--- src/rtl/mips_pipe_pkg.sv ---
// Shared types and instruction-field constants for the fetch/decode/execute
// pipeline register bank.
package mips_pipe_pkg;

   typedef struct packed {
      logic       reg_write;
      logic       mem_to_reg;
      logic       mem_write;
      logic [2:0] alu_control;
      logic       alu_src;
      logic       reg_dst;
   } ctrl_t;

   localparam int CTRL_W     = 8;
   localparam int INSTR_W    = 32;
   localparam int REG_ADDR_W = 5;
   localparam int IMM_W      = 16;

   localparam int RS_LSB  = 21;
   localparam int RT_LSB  = 16;
   localparam int RD_LSB  = 11;
   localparam int IMM_LSB = 0;

   localparam ctrl_t             CTRL_BUBBLE = ctrl_t'(8'h00);
   localparam logic [INSTR_W-1:0] NOP_INSTR  = 32'h0000_0000;

endpackage

--- src/rtl/pipe_flop_enclr.sv ---
// Register with load enable and synchronous clear; clear has priority over
// enable, and reset has priority over both.
module pipe_flop_enclr #(
   parameter int           W         = 32,
   parameter logic [W-1:0] RESET_VAL = {W{1'b0}}
) (
   input  logic         clk,
   input  logic         rst,
   input  logic         en,
   input  logic         clr,
   input  logic [W-1:0] d,
   output logic [W-1:0] q
);

   // State register: reset, then clear, then load, otherwise hold.
   always_ff @(posedge clk) begin
      if (rst) begin
         q <= RESET_VAL;
      end else if (clr) begin
         q <= {W{1'b0}};
      end else if (en) begin
         q <= d;
      end else begin
         q <= q;
      end
   end

endmodule

--- src/rtl/pipe_stage_regs.sv ---
// PC, IF/ID and ID/EX pipeline registers steered by the hazard unit's stall,
// flush and branch-redirect controls, plus saturating stall/bubble counters.
module pipe_stage_regs
   import mips_pipe_pkg::*;
#(
   parameter int                DATA_W   = 32,
   parameter logic [DATA_W-1:0] RESET_PC = 32'h0000_0000,
   parameter int                CNT_W    = 32
) (
   input  logic                  clk,
   input  logic                  rst,
   input  logic                  StallF,
   input  logic                  StallD,
   input  logic                  FlushE,
   input  logic                  PCSrcD,
   input  logic [DATA_W-1:0]     PCBranchD,
   input  logic [INSTR_W-1:0]    InstrF,
   input  ctrl_t                 CtrlD,
   input  logic [DATA_W-1:0]     RD1D,
   input  logic [DATA_W-1:0]     RD2D,
   output logic [DATA_W-1:0]     PCF,
   output logic [INSTR_W-1:0]    InstrD,
   output logic [DATA_W-1:0]     PCPlus4D,
   output logic [REG_ADDR_W-1:0] RsD,
   output logic [REG_ADDR_W-1:0] RtD,
   output logic                  ValidD,
   output ctrl_t                 CtrlE,
   output logic [DATA_W-1:0]     RD1E,
   output logic [DATA_W-1:0]     RD2E,
   output logic [REG_ADDR_W-1:0] RsE,
   output logic [REG_ADDR_W-1:0] RtE,
   output logic [REG_ADDR_W-1:0] RdE,
   output logic [DATA_W-1:0]     SignImmE,
   output logic                  ValidE,
   output logic [CNT_W-1:0]      StallCnt,
   output logic [CNT_W-1:0]      BubbleCnt
);

   localparam logic [DATA_W-1:0] PC_STEP = DATA_W'(4);
   localparam int IFID_W = INSTR_W + DATA_W + 1;
   localparam int IDEX_W = CTRL_W + 3 * DATA_W + 3 * REG_ADDR_W + 1;

   function automatic logic [CNT_W-1:0] sat_inc(input logic [CNT_W-1:0] v);
      if (&v) begin
         return v;
      end else begin
         return v + CNT_W'(1);
      end
   endfunction

   logic [DATA_W-1:0] pc_plus4;
   logic [DATA_W-1:0] pc_next;
   logic              pc_en;
   logic              ifid_en;
   logic              ifid_clr;
   logic [IFID_W-1:0] ifid_d;
   logic [IFID_W-1:0] ifid_q;
   logic [DATA_W-1:0] sign_imm;
   logic [IDEX_W-1:0] idex_d;
   logic [IDEX_W-1:0] idex_q;

   // Next-PC selection and the load/clear controls for each stage.
   always_comb begin
      pc_plus4 = PCF + PC_STEP;
      pc_next  = pc_plus4;
      pc_en    = ~StallF;
      ifid_en  = ~StallD;
      // A stalled decode stage must keep its instruction even under a redirect.
      ifid_clr = PCSrcD & ~StallD;
      if (PCSrcD) begin
         pc_next = PCBranchD;
      end else begin
         pc_next = pc_plus4;
      end
      ifid_d   = {InstrF, pc_plus4, 1'b1};
      sign_imm = {{(DATA_W - IMM_W){InstrD[IMM_LSB + IMM_W - 1]}},
                  InstrD[IMM_LSB +: IMM_W]};
      idex_d   = {CtrlD, RD1D, RD2D,
                  InstrD[RS_LSB +: REG_ADDR_W],
                  InstrD[RT_LSB +: REG_ADDR_W],
                  InstrD[RD_LSB +: REG_ADDR_W],
                  sign_imm, ValidD};
   end

   pipe_flop_enclr #(.W(DATA_W), .RESET_VAL(RESET_PC)) u_pc (
      .clk (clk),
      .rst (rst),
      .en  (pc_en),
      .clr (1'b0),
      .d   (pc_next),
      .q   (PCF)
   );

   pipe_flop_enclr #(.W(IFID_W), .RESET_VAL({IFID_W{1'b0}})) u_ifid (
      .clk (clk),
      .rst (rst),
      .en  (ifid_en),
      .clr (ifid_clr),
      .d   (ifid_d),
      .q   (ifid_q)
   );

   // FlushE acts regardless of StallD, giving the load-use hold-plus-bubble.
   pipe_flop_enclr #(.W(IDEX_W), .RESET_VAL({IDEX_W{1'b0}})) u_idex (
      .clk (clk),
      .rst (rst),
      .en  (1'b1),
      .clr (FlushE),
      .d   (idex_d),
      .q   (idex_q)
   );

   assign {InstrD, PCPlus4D, ValidD} = ifid_q;
   assign {CtrlE, RD1E, RD2E, RsE, RtE, RdE, SignImmE, ValidE} = idex_q;

   assign RsD = InstrD[RS_LSB +: REG_ADDR_W];
   assign RtD = InstrD[RT_LSB +: REG_ADDR_W];

   // Saturating performance counters for stall and bubble cycles.
   always_ff @(posedge clk) begin
      if (rst) begin
         StallCnt  <= {CNT_W{1'b0}};
         BubbleCnt <= {CNT_W{1'b0}};
      end else begin
         if (StallF) begin
            StallCnt <= sat_inc(StallCnt);
         end else begin
            StallCnt <= StallCnt;
         end
         if (FlushE) begin
            BubbleCnt <= sat_inc(BubbleCnt);
         end else begin
            BubbleCnt <= BubbleCnt;
         end
      end
   end

endmodule
--- config.mk ---
export PLATFORM = sky130hd
export DESIGN_NAME = pipe_stage_regs
export DESIGN_NICKNAME = d
export VERILOG_FILES = /design/src/rtl/mips_pipe_pkg.sv /design/src/rtl/pipe_flop_enclr.sv /design/src/rtl/pipe_stage_regs.sv
export SDC_FILE = /design/constraint.sdc
export NUM_CORES = 1
export LEC_CHECK = 0
export ABC_AREA = 1
export CELL_PAD_IN_SITES_DETAIL_PLACEMENT = 0
export CELL_PAD_IN_SITES_GLOBAL_PLACEMENT = 1
export CORE_AREA = 2 2 208 210
export CTS_BUF_LIST = sky130_fd_sc_hd__clkbuf_4
export CTS_CLUSTER_SIZE = 8
export DETAILED_ROUTE_END_ITERATION = 10
export DIE_AREA = 0 0 210 212
export PLACE_DENSITY = 0.88
export REMOVE_ABC_BUFFERS = 1
export SETUP_SLACK_MARGIN = 0.3
export SKIP_CTS_REPAIR_TIMING = 1
export SYNTH_ARGS = -nofsm -noshare
export SYNTH_HDL_FRONTEND = slang
export SYNTH_SLANG_ARGS = --single-unit
--- constraint.sdc ---
create_clock -name clk -period 1.7 [get_ports clk]
set_clock_uncertainty 0.1 [all_clocks]
set_input_delay 0.17 -clock clk [delete_from_list [all_inputs] [get_ports clk]]
set_output_delay 0.17 -clock clk [all_outputs]
set_load 0.01 [all_outputs]
======== Word level (Yosys, flattened, before mapping) ========
Cells that the tools add are included.
storage, ports and cells
  register bits ........................... 281
operators by class
  add/subtract/negate cells ............... 3
  mux-type cells .......................... 1
  bitwise logic cells ..................... 4
  reduce and logical (&&, ||, !) cells .... 6
operator list
  operator                                                         number
  32-bit by 1-bit adder with 32-bit output, second input constant  2
  32-bit AND reduction                                             2
  32-bit by 3-bit adder with 32-bit output, second input constant  1
  32-bit two-way mux                                               1
  2-bit AND reduction                                              2
  2-bit OR reduction                                               2
  1-bit NOT                                                        3
  1-bit AND                                                        1

======== Depth between registers and ports, before layout ========
Gate-level depths: netlist (run 1).
  depth after elaboration ................. 3
  mapped depth ............................ 11
  gate-level depth less buffers ........... 11

======== Hierarchy ========
A second synthesis (run 1) with hierarchy kept.
unflattened totals
  cell total of the unflattened synthesis .. 2302
  area total of the unflattened synthesis .. 14203.6 sq um
modules (own cells, without submodules)
  module                    instances  cells each  area an instance (sq um)  seq. area each (sq um)
  pipe_stage_regs           1          926         5186.2                    1281.2
  pipe_flop_enclr (u_idex)  1          761         5018.6                    2402.3
  pipe_flop_enclr (u_ifid)  1          412         2645.0                    1301.2
  pipe_flop_enclr (u_pc)    1          203         1353.8                    640.6

======== Worst setup path after synthesis (run 1) ========
Ideal clock, no wire load.
  kind .................................... flip-flop to flip-flop
  start ................................... register BubbleCnt[0]
  end ..................................... register BubbleCnt[22]
  library setup time ...................... 143 ps
  data arrival time ....................... 1614 ps
  required time ........................... 1457 ps
  path slack .............................. -158 ps
  stages on the path, launching flop included .. 12
  period minus slack after synthesis ...... 1858 ps
  cells stage by stage .................... dfxtp_1 ha_1 inv_2 nor2_4 nand2_4 nor2_4 nand2_4 nand2_4 inv_2 buf_2 nand2_1 a21oi_2
on the way
  word-level cells in the longest chain between the ends .. 3
  elaborated cells on any way between the ends .. 4
  those cells by class .................... 1 x add/sub; 1 x bitwise; 2 x reduce/logical
RTL lines
  what                                                                                              line                    source
  from (decl)                                                                                       pipe_stage_regs.sv:36   output logic [CNT_W-1:0] BubbleCnt
  from (signal assigned)                                                                            pipe_stage_regs.sv:123  BubbleCnt <= {CNT_W{1'b0}};
  from (signal assigned)                                                                            pipe_stage_regs.sv:131  BubbleCnt <= sat_inc(BubbleCnt);
  from (signal assigned)                                                                            pipe_stage_regs.sv:133  BubbleCnt <= BubbleCnt;
  parallel branches: the longest is 3 deep, another holds 32-bit by 1-bit adder with 32-bit output  n/a
Several ways; the timed one is not identified.
A chain may end at the register's enable or synchronous reset.

======== Worst setup path in the final report (run 1) ========
  start ................................... register BubbleCnt[1]
  end ..................................... register BubbleCnt[14]
Same word-level chain as after synthesis.

==> results of run 1 <==
## cells by family after synthesis
group           Yosys count
simple gates            908
flops                   260
fa+ha+maj                 3
compound gates          182
buf+inv                 328
xor+xnor                 40
## worst min-delay path: stages
cell and delay [ns]:
clkdlybuf4s50_1 0.41, nand2_1 0.07, o21ai_0 0.07, inv_1 0.05, a21oi_1 0.06
## final cells by class
class,count,area share
flip-flops and latches,260,0.253
well taps,546,0.0315
clock buffers,108,0.0374
multi-input cells,1133,0.252
repair buffers,786,0.380
diodes,3,0.000347
clock inverters,16,0.00451
inverters,233,0.0413
## worst min-delay path by stage
| stage | startpoint | endpoint | slack [ns] | cells past startpoint |
|---|---|---|---|---|
| floorplan | rst | BubbleCnt[10] | 0.13 | 1 |
| finish | PCBranchD[25] | u_pc.q[25] | 0.03 | 5 |
| detailed placement | u_ifid.q[36] | u_idex.q[4] | 0.33 | 2 |
| global placement | u_ifid.q[36] | u_idex.q[4] | 0.33 | 2 |
| CTS | rst | u_pc.q[4] | -0.47 | 2 |
| global route | PCBranchD[25] | u_pc.q[25] | -0.002 | 5 |
## synth_stat cells
cell type    n  share of area
inv_2        5         0.0016
nand2_1    492           0.16
a22o_1       7         0.0052
ha_1         3         0.0032
nand3_1     56          0.024
o21ai_0     41          0.018
or2_2        1        0.00053
o21ai_1     13         0.0056
inv_1      227          0.073
nor2_2       7         0.0037
xnor2_1     13         0.0097
o221ai_1     2         0.0015
nand2_8      1         0.0017
a21oi_1     91          0.039
nor2_1     324           0.10
nor2_4       4         0.0038
clkbuf_1    42          0.013
buf_4       33          0.021
clkbuf_8     1         0.0012
inv_4        1        0.00053
buf_2        7         0.0030
o211ai_1     1        0.00064
nand2_4      5         0.0048
nand2_2      4         0.0021
buf_12       3         0.0051
a21o_1       2         0.0013
xor2_1      27          0.020
dfxtp_1    260           0.44
a21oi_2     20          0.015
buf_1        5         0.0016
nand4_1     12         0.0064
a31oi_1      5         0.0027
nor3_1       1        0.00043
nor2_8       1         0.0017
buf_6        4         0.0038
## per-layer routing
| metal | share of wire | GRT usage |
|---|---|---|
| met3 | 0.069 | 0.0499 |
| met2 | 0.50 | 0.325 |
| met1 | 0.40 | 0.212 |
| met5 | 0 | 0 |
| met4 | 0.033 | 0.0844 |
## per-stage QoR
stage | power [W] | hold WS, ns | setup slack (ns) | utilization
floorplan | 0.00708 | 0.132 | -0.242 | -
global placement | 0.00828 | 0.332 | -0.0784 | 0.408
detailed placement | 0.00830 | 0.332 | -0.106 | 0.408
CTS | 0.0142 | -0.472 | -0.578 | 0.430
global route | 0.0151 | -0.00227 | -0.0629 | 0.510
finish | 0.0144 | 0.0349 | 0.0377 | 0.510
## sequential cells by signal, indices dropped and copies added (netlist names)
name,count
u_ifid.q,65
u_idex.q,99
BubbleCnt,32
StallCnt,32
u_pc.q,32
## power by group through the flow
stage / logic [W] / clock network (W) / registers [W]
2_1_floorplan: 0.000423 / 0 / 0.00666
3_3_place_gp: 0.00172 / 0 / 0.00655
3_5_place_dp: 0.00174 / 0 / 0.00656
4_1_cts: 0.00175 / 0.00598 / 0.00643
5_1_grt: 0.00230 / 0.00637 / 0.00644
6_report: 0.00216 / 0.00581 / 0.00643
==> metrics.log, run 1 <==
INFO  metric run_status = finished, final reports clean
INFO  metric combPwrFrac = 0.150
INFO  metric intPower = 0.0104 W
INFO  metric die_area = 44500 um^2
INFO  metric crit_path_end_kind = flip-flop
INFO  metric slew-limit-headroom = 0.663
INFO  metric post_synth.cell_area_avg = 6.81 um^2
INFO  metric ys.warnings.count = 0
INFO  metric synth_adder_area_share = 0.00320
INFO  metric timing_worst_slew_pin_value = 0.505 ns
INFO  metric detail-route-antenna-nets = 0
INFO  metric syn_area = 11700 um^2
INFO  metric power-per-cell-area = 665 nW/um^2
INFO  metric antenna_found_initial = 3
INFO  metric floorplan.die.height = 212 um
INFO  metric worst-path-stages = 10
INFO  metric final_layout_size_suffix_gt1_frac = 0.314
INFO  metric area_growth_syn_to_layout = 84.8%
INFO  metric vias = 13788
INFO  metric cts_htree_levels = 3
INFO  metric clkSlewWorstSetupHoldPaths = 0.06 ns
INFO  metric worst-setup-path-type = reg -> reg
INFO  metric worst-endpoint-arrival = 2.21 ns
INFO  metric layout.cell_area.non_filler = 21700 um^2
INFO  metric maxCapViolations = 0
INFO  metric timing.critical_path.max_delay_family = simple AND/OR/NAND/NOR gates
INFO  metric worst_setup_path_start_kind = flip-flop
INFO  metric seq_power_share = 0.446
INFO  metric final_max_slew_viol_count = 0
INFO  metric mostFrequentLayoutCells = 466 x nand2_1, 282 x nor2_1, 237 x buf_6
INFO  metric postSynthRegisterBits = 260
INFO  metric max-vdd-ir-drop = 0.000407 V
INFO  metric dpl-instance-area = 17400 um^2
INFO  metric setup.worst_path.start = BubbleCnt[1]
INFO  metric routabilityCongestion = 0.887
INFO  metric layout.filler_cells = 3748
INFO  metric synth_compound_gate_area_share = 0.0882
INFO  metric max_freq = 602 MHz
INFO  metric worstPathMaxFanout = 9
INFO  metric core_area = 42500 um^2
INFO  metric synth_mux_area_frac = 0
INFO  metric drt_drc_violations_left = 0
INFO  metric delay_of_the_slowest_cell_on_the_worst_path = 0.36 ns
INFO  metric setup-tns-final = 0 ns
INFO  metric clk_latency = 0.73 ns
INFO  metric postSynthCellCount = 1721
INFO  metric routedWlPerCell = 15.9 um
INFO  metric final_nets = 2634
INFO  metric clock_tree.root_cell = clkbuf_4
INFO  metric number_of_global_route_vias_before_repair = 12227
INFO  metric power.clock.fraction = 0.404
INFO  metric tritoncts.num_buffers = 75
INFO  metric dp_hpwl = 32700 um
INFO  metric timing.critical_path.slowest_stage_cell = dfxtp_4
INFO  metric power_switching_share = 0.277
INFO  metric crit_buf_inv = 2
INFO  metric report.final.setup_viol = 0
INFO  metric gr-usage-all-layers = 0.186
INFO  metric r2r_end = BubbleCnt[14]
INFO  metric io-pin-count = 433
INFO  metric grt_remaining_overflow = 0
INFO  metric yosys.cell_types.count = 35
INFO  metric synth_top_family_by_area = simple AND/OR/NAND/NOR gates
INFO  metric footprint_of_the_multi_input_gates = 5470 um^2
INFO  metric postRouteWirelength = 49100 um
INFO  metric worstReg2RegStart = BubbleCnt[1]
INFO  metric synth-xor-area-share = 0.0299
INFO  metric min_period = 1.66 ns
INFO  metric cts.path.max_buffers = 3
INFO  metric final-hold-violation-count = 0
INFO  metric most_common_cell_after_layout_fill_and_taps_aside = nand2_1
INFO  metric period_share = 0.978
INFO  metric rsz0062_at_grt = true
INFO  metric placed_cells = 2752
INFO  metric routed_via_density = 4.47
INFO  metric first_pass_grt_wire_length = 65300 um
INFO  metric sequential_cell_area = 5470 um^2
INFO  metric number_of_sinks_handled_by_clock_tree_synthesis = 260
INFO  metric cp_cell_sequence = ha_4, inv_2, nor2_4, nand2_4, nor2_4, nand2_4, nand2_8, clkbuf_16, nand2_1, a21oi_2
INFO  metric drt_pre_antenna_iters = 5
INFO  metric start_util = 0.276
INFO  metric placement_rows = 76
INFO  metric reg2reg_path_depth = 10
INFO  metric port-buffer-count = 432
INFO  metric cts_tree = done
INFO  metric static-leakage-power = 11.3 nW
INFO  metric synth_simple_gate_area_share = 0.311
INFO  metric worstPathRequired = 2.25 ns
INFO  metric r2r_slack = 0.04 ns
INFO  metric synth_sequential_area_ratio = 0.444
INFO  metric holdCritPathClass = in -> reg
INFO  metric dr.first_iter.drc_count = 713
INFO  metric die_w = 210 um
INFO  metric worst_setup_path_endpoint = BubbleCnt[14]
INFO  metric instances_no_fill = 3085
INFO  metric grt_start_max_net_pins = 63
INFO  metric p_switching = 0.00399 W
Note: power is estimated with default switching activity, not from simulation.
==> inputs of run 2 (changes only) <==
--- a/config.mk
+++ b/config.mk
@@ -8,12 +8,13 @@
 export ABC_AREA = 1
 export CELL_PAD_IN_SITES_DETAIL_PLACEMENT = 0
 export CELL_PAD_IN_SITES_GLOBAL_PLACEMENT = 1
-export CORE_AREA = 2 2 208 210
+export CORE_AREA = 2 2 175 177
 export CTS_BUF_LIST = sky130_fd_sc_hd__clkbuf_4
 export CTS_CLUSTER_SIZE = 8
 export DETAILED_ROUTE_END_ITERATION = 10
-export DIE_AREA = 0 0 210 212
-export PLACE_DENSITY = 0.88
+export DIE_AREA = 0 0 177 179
+export DONT_BUFFER_PORTS = 1
+export PLACE_DENSITY = 0.87
 export REMOVE_ABC_BUFFERS = 1
 export SETUP_SLACK_MARGIN = 0.3
 export SKIP_CTS_REPAIR_TIMING = 1
==> constraint.sdc (replaced) <==
create_clock -name clk -period 1.4 [get_ports clk]
set_clock_uncertainty 0.1 [all_clocks]
set_input_delay 0.14 -clock clk [delete_from_list [all_inputs] [get_ports clk]]
set_output_delay 0.14 -clock clk [all_outputs]
set_load 0.01 [all_outputs]
==> metrics.log, run 2 (same netlist as run 1, synthesis figures left out) <==
INFO  metric run_status = finished, violations left
INFO  metric violated_checks = negative hold slack, negative setup slack
INFO  metric clk_latency = 0.71 ns (-0.02 ns)
INFO  metric timing.critical_path.slowest_stage_cell = dfxtp_2
INFO  metric postRouteWirelength = 49300 um (+0.27%)
INFO  metric vias = 13106 (-4.9%)
INFO  metric layout.filler_cells = 2331 (-38%)
INFO  metric report.final.setup_viol = 191 (+191)
INFO  metric cts_tree = done
INFO  metric timing.critical_path.max_delay_family = simple AND/OR/NAND/NOR gates
INFO  metric dp_hpwl = 29600 um (-9.5%)
INFO  metric mostFrequentLayoutCells = 379 x nand2_1, 234 x nor2_1, 225 x inv_1
INFO  metric placed_cells = 2259 (-18%)
INFO  metric instances_no_fill = 2593 (-16%)
INFO  metric delay_of_the_slowest_cell_on_the_worst_path = 0.36 ns (about the same)
INFO  metric cp_cell_sequence = nand2_1, nor2_2, nand2_2, nor2_4, nand2_4, nand2_8, buf_8, nor2_4, nor2_2, nor2_1
INFO  metric min_period = 1.70 ns (+0.0333 ns)
INFO  metric fin_hold_ws = -0.606 ns (-0.641 ns)
INFO  metric placement_rows = 64 (-16%)
INFO  metric gr-usage-all-layers = 0.239 (+0.0534)
INFO  metric clock_tree.root_cell = clkbuf_4
INFO  metric worst_setup_path_start_kind = flip-flop
INFO  metric routed_via_density = 5.05 (+13%)
INFO  metric drt_drc_violations_left = 0 (unchanged)
INFO  metric detail-route-antenna-nets = 0 (unchanged)
INFO  metric r2r_slack = -0.30 ns (-0.33 ns)
INFO  metric grt_remaining_overflow = 0 (unchanged)
INFO  metric first_pass_grt_wire_length = 59200 um (-9.4%)
INFO  metric register_with_the_highest_flop_count = u_idex.q
INFO  metric tritoncts.num_buffers = 72 (-4.0%)
INFO  metric number_of_sinks_handled_by_clock_tree_synthesis = 260 (unchanged)
INFO  metric top_regs = u_idex.q: 99 flops, u_ifid.q: 65 flops
INFO  metric dr.first_iter.drc_count = 990 (+39%)
INFO  metric clkSlewWorstSetupHoldPaths = 0.06 ns (about the same)
INFO  metric worstPathRequired = 1.86 ns (-0.39 ns)
INFO  metric placement.setup.worst_slack = -0.309 ns (-0.203 ns)
INFO  metric grt_start_max_net_pins = 89 (+41%)
INFO  metric max_freq = 590 MHz (-2.0%)
INFO  metric cts.path.max_buffers = 3 (unchanged)
INFO  metric area_growth_syn_to_layout = 63.1%
INFO  metric crit_buf_inv = 1 (-1)
INFO  metric final-hold-violation-count = 148 (+148)
INFO  metric sequential_cell_area = 5740 um^2 (+5.0%)
INFO  metric worstPathMaxFanout = 6 (-3)
INFO  metric drt_pre_antenna_iters = 7 (+2)
INFO  metric io-pin-count = 433 (unchanged)
INFO  metric final_max_slew_viol_count = 0 (unchanged)
INFO  metric cts_htree_levels = 3 (unchanged)
INFO  metric final_layout_size_suffix_gt1_frac = 0.443 (+0.129)
INFO  metric slew-limit-headroom = 0.343 (-0.320)
INFO  metric antenna_found_initial = 5 (+2)
INFO  metric core_area = 30000 um^2 (-29%)
INFO  metric crit_path_end_kind = flip-flop
INFO  metric floorplan.die.height = 179 um (-16%)
INFO  metric max-vdd-ir-drop = 0.000762 V (+87%)
INFO  metric die_area = 31700 um^2 (-29%)
INFO  metric holdCritPathClass = in -> reg
INFO  metric worst-setup-path-type = reg -> reg
INFO  metric number_of_global_route_vias_before_repair = 11005 (-10%)
INFO  metric final_nets = 2297 (-13%)
INFO  metric maxCapViolations = 0 (unchanged)
INFO  metric rsz0062_at_grt = true
INFO  metric power-per-cell-area = 885 nW/um^2 (+33%)
INFO  metric timing_worst_slew_pin_value = 0.982 ns (+0.477 ns)
INFO  metric period_share = 1.21 (+0.233)
INFO  metric setup_ws = -0.296 ns (-0.333 ns)
INFO  metric most_common_cell_after_layout_fill_and_taps_aside = nand2_1
INFO  metric routedWlPerCell = 19.0 um (+19%)
INFO  metric port-buffer-count = 0 (-100%)
INFO  metric worst-endpoint-arrival = 2.16 ns (-0.05 ns)
INFO  metric die_w = 177 um (-16%)
INFO  metric largest_register_ffs = 99 (unchanged)
INFO  metric finalCoreUtilization = 0.637 (+0.127)
INFO  metric static-leakage-power = 8.18 nW (-28%)
INFO  metric routabilityCongestion = 0.965 (+8.8%)
INFO  metric start_util = 0.390 (+0.115)
INFO  metric footprint_of_the_multi_input_gates = 6500 um^2 (+19%)
-- run 2: cell count changes in the layout (fill, tap and decap cells not counted), sizes merged --
cell	before	now
clkdlybuf4s50	139	0
buf	401	259
dlygate4sd3	121	189
dlymetal6s2s	122	0
diode	3	2
bufinv	0	3
clkbuf	111	100
clkinv	11	14
inv	236	235
-- run 2: layout make-up --
| class | instances | area share |
|---|---|---|
| diodes | 2 | 0.000262 |
| clock buffers | 96 | 0.0377 |
| clock inverters | 21 | 0.00910 |
| inverters | 233 | 0.0472 |
| multi-input cells | 1133 | 0.340 |
| flip-flops and latches | 260 | 0.300 |
| well taps | 396 | 0.0259 |
| repair buffers | 452 | 0.239 |
-- run 2: report_power, final --
part	internal (W)	leakage [nW]	switching, W
combinational	0.000887	5.39	0.000929
sequential	0.00759	2.26	0.000337
clock	0.00374	0.531	0.00343
-- run 2: worst register-to-register path, delay by kind of cell (launching register included) --
family        cells  cell delay [ns]
buf+inv           1             0.17
flops             1             0.36
simple gates      9             0.98
-- run 2: through the flow --
| stage | cell area (um^2) | setup TNS (ns) | hold WS (ns) | total power [W] |
|---|---|---|---|---|
| 2_1_floorplan | 11100 | -67.17 | 0.102 | 0.00860 |
| 3_3_place_gp | 13500 | -22.10 | 0.124 | 0.00910 |
| 3_5_place_dp | 13500 | -26.84 | 0.126 | 0.00913 |
| 4_1_cts | 14400 | -48.97 | -0.663 | 0.0162 |
| 5_1_grt | 19100 | -44.53 | -0.672 | 0.0176 |
| 6_report | 19100 | -26.83 | -0.606 | 0.0169 |
-- run 2: worst paths after layout --
check / end / start / cells after the start
worst max-delay path: BubbleCnt[28] / BubbleCnt[13] / 10
worst min-delay path: u_pc.q[31] / rst / 1
worst min register to register: u_idex.q[1] / u_ifid.q[33] / 2
worst max register to register: BubbleCnt[28] / BubbleCnt[13] / 10
-- run 2: per-layer routing --
layer | track usage | routed length [um]
met1 | 0.278 | 18200
met2 | 0.393 | 23900
met3 | 0.0886 | 4940
met4 | 0.110 | 2130
met5 | 0 | 19
==> inputs of run 3 (changes only) <==
--- a/config.mk
+++ b/config.mk
@@ -14,10 +14,11 @@
 export DETAILED_ROUTE_END_ITERATION = 10
 export DIE_AREA = 0 0 177 179
 export DONT_BUFFER_PORTS = 1
-export PLACE_DENSITY = 0.87
+export PLACE_DENSITY = 0.84
 export REMOVE_ABC_BUFFERS = 1
 export SETUP_SLACK_MARGIN = 0.3
 export SKIP_CTS_REPAIR_TIMING = 1
+export SKIP_LAST_GASP = 1
 export SYNTH_ARGS = -nofsm -noshare
 export SYNTH_HDL_FRONTEND = slang
 export SYNTH_SLANG_ARGS = --single-unit
==> constraint.sdc (replaced) <==
create_clock -name clk -period 1.6 [get_ports clk]
set_clock_uncertainty 0.1 [all_clocks]
set_input_delay 0.16 -clock clk [delete_from_list [all_inputs] [get_ports clk]]
set_output_delay 0.16 -clock clk [all_outputs]
set_load 0.01 [all_outputs]
==> metrics.log, run 3 (same netlist as run 1, synthesis figures left out) <==
INFO  metric hold_crit_depth = 1 (unchanged)
INFO  metric postRouteWirelength = 46700 um (-5.1%)
INFO  metric whs_endpoint = u_pc.q[28]
INFO  metric setup-tns-final = -0.732 ns (+26.10 ns)
INFO  metric report.final.setup_viol = 35 (-82%)
INFO  metric placement_rows = 64 (unchanged)
INFO  metric max-vdd-ir-drop = 0.000536 V (-30%)
INFO  metric most_common_cell_after_layout_fill_and_taps_aside = nand2_1
INFO  metric crit_path_end_kind = flip-flop
INFO  metric start_util = 0.390 (unchanged)
INFO  metric maxCapViolations = 0 (unchanged)
INFO  metric top_regs = u_idex.q: 99 flops, u_ifid.q: 65 flops
INFO  metric fin_hold_ws = -0.619 ns (-0.0130 ns)
INFO  metric r2r_slack = -0.05 ns (+0.25 ns)
INFO  metric worst-endpoint-arrival = 2.16 ns (about the same)
INFO  metric grt_remaining_overflow = 0 (unchanged)
INFO  metric core_area = 30000 um^2 (unchanged)
INFO  metric run_status = finished, violations left
INFO  metric violated_checks = negative hold slack, negative setup slack
INFO  metric port-buffer-count = 0 (unchanged)
INFO  metric largest_register_ffs = 99 (unchanged)
INFO  metric worst_hold_startpoint = rst
INFO  metric setup_ws = -0.0862 ns (+0.209 ns)
INFO  metric drt_drc_violations_left = 0 (unchanged)
INFO  metric power-per-cell-area = 802 nW/um^2 (-9.3%)
INFO  metric number_of_global_route_vias_before_repair = 10598 (-3.7%)
INFO  metric final_max_slew_viol_count = 0 (unchanged)
INFO  metric r2r_end = StallCnt[2]
INFO  metric worstReg2RegStart = StallCnt[1]
INFO  metric layout.filler_cells = 2438 (+4.6%)
INFO  metric final-hold-violation-count = 144 (-2.7%)
INFO  metric worstPathRequired = 2.08 ns (+0.22 ns)
INFO  metric routedWlPerCell = 18.2 um (-4.2%)
INFO  metric period_share = 1.05
INFO  metric rsz0062_at_grt = true
INFO  metric min_period = 1.69 ns
INFO  metric first_pass_grt_wire_length = 57500 um (-2.9%)
INFO  metric vias = 12653 (-3.5%)
INFO  metric final_layout_size_suffix_gt1_frac = 0.378 (-0.0649)
INFO  metric sequential_cell_area = 5560 um^2 (-3.2%)
INFO  metric cts.path.max_buffers = 3 (unchanged)
INFO  metric die_w = 177 um (unchanged)
INFO  metric routed_via_density = 4.93 (-2.5%)
INFO  metric tritoncts.num_buffers = 73 (+1.4%)
INFO  metric drt_pre_antenna_iters = 5 (-2)
INFO  metric cts_tree = done
INFO  metric reg2reg_path_depth = 10 (unchanged)
INFO  metric footprint_of_the_multi_input_gates = 6470 um^2 (-0.48%)
INFO  metric area_growth_syn_to_layout = 59.3%
INFO  metric antenna_found_initial = 1 (-4)
INFO  metric cts_htree_levels = 3 (unchanged)
INFO  metric register_with_the_highest_flop_count = u_idex.q
INFO  metric worst_setup_path_start_kind = primary input
INFO  metric detail-route-antenna-nets = 0 (unchanged)
INFO  metric worst-setup-path-type = in -> reg
INFO  metric slew-limit-headroom = 0.550 (+0.207)
INFO  metric worstPathMaxFanout = 10 (+4)
INFO  metric timing_worst_slew_pin_value = 0.673 ns (-0.310 ns)
INFO  metric floorplan.die.height = 179 um (unchanged)
INFO  metric io-pin-count = 433 (unchanged)
INFO  metric holdCritPathClass = in -> reg
INFO  metric finalCoreUtilization = 0.622 (-0.0148)
INFO  metric clkSlewWorstSetupHoldPaths = 0.07 ns (about the same)
INFO  metric clock_tree.root_cell = clkbuf_4
INFO  metric routabilityCongestion = 0.917 (-5.0%)
INFO  metric number_of_sinks_handled_by_clock_tree_synthesis = 260 (unchanged)
INFO  metric die_area = 31700 um^2 (unchanged)
INFO  metric mostFrequentLayoutCells = 373 x nand2_1, 233 x nor2_1, 224 x inv_1
INFO  metric max_freq = 593 MHz
INFO  metric dp_hpwl = 28700 um (-3.0%)
INFO  metric grt_start_max_net_pins = 89 (unchanged)
INFO  metric clk_latency = 0.73 ns (+0.02 ns)
INFO  metric static-leakage-power = 8.04 nW (-1.8%)
INFO  metric final_nets = 2262 (-1.5%)
INFO  metric gr-usage-all-layers = 0.233 (-0.00679)
INFO  metric dr.first_iter.drc_count = 705 (-29%)
## run 3: cell types whose count changed in the layout (fill, tap and decap cells not counted), moves of 8 or more
cell / change
nand2_2: +14
dfxtp_2: -109
buf_6: -10
dfxtp_1: +121
nand2_4: -8
dfxtp_4: -12
buf_4: -24
clkinv_1: +14
## run 3: cell type report
class / count / area share
clock inverter: 27 / 0.0111
antenna: 2 / 0.000268
timing repair buffer: 416 / 0.228
inverter: 233 / 0.0486
sequential: 260 / 0.298
clock buffer: 101 / 0.0406
tap: 396 / 0.0265
multi-input combinational: 1133 / 0.347
## run 3: layer usage
metal,wire [um],part of all wire,vias to the layer above,global-route usage
li1,-,-,6032,-
met1,17900,0.38,5911,0.271
met2,22600,0.48,583,0.380
met3,4500,0.096,127,0.0874
met4,1760,0.038,0,0.106
met5,0,0,-,0
## run 3: power breakdown
group / internal (W) / switching (W)
Combinational: 0.000736 / 0.000760
Sequential: 0.00662 / 0.000300
Clock: 0.00356 / 0.00300
## run 3: worst max path at each step
stage | start | endpoint | slack (ns)
6_report | StallF | u_pc.q[1] | -0.09
5_1_grt | u_pc.q[3] | u_ifid.q[32] | -0.16
4_1_cts | u_pc.q[3] | u_ifid.q[31] | -0.23
3_5_place_dp | u_pc.q[3] | u_ifid.q[31] | -0.19
3_3_place_gp | u_pc.q[2] | u_ifid.q[24] | -0.13
2_1_floorplan | BubbleCnt[0] | BubbleCnt[0] | -0.34
## run 3: critical path, stage by stage
cell and delay, ns:
buf_12 0.10, dlygate4sd3_1 0.61, buf_12 0.17, nor2_2 0.12, buf_4 0.18, inv_1 0.10, nor2_1 0.11, dlygate4sd3_1 0.56
nor2_1 0.04
## run 3: through the flow
step | area, um^2 | hold WS [ns] | std cells | power (W) | setup slack (ns)
finish | 18700 | -0.619 | 2568 | 0.0150 | -0.0862
global route | 18700 | -0.658 | 2568 | 0.0156 | -0.163
CTS | 14200 | -0.647 | 2347 | 0.0144 | -0.228
detailed placement | 13200 | 0.146 | 2219 | 0.00795 | -0.189
global placement | 13200 | 0.144 | 2219 | 0.00793 | -0.126
floorplan | 11100 | 0.122 | 1626 | 0.00753 | -0.342
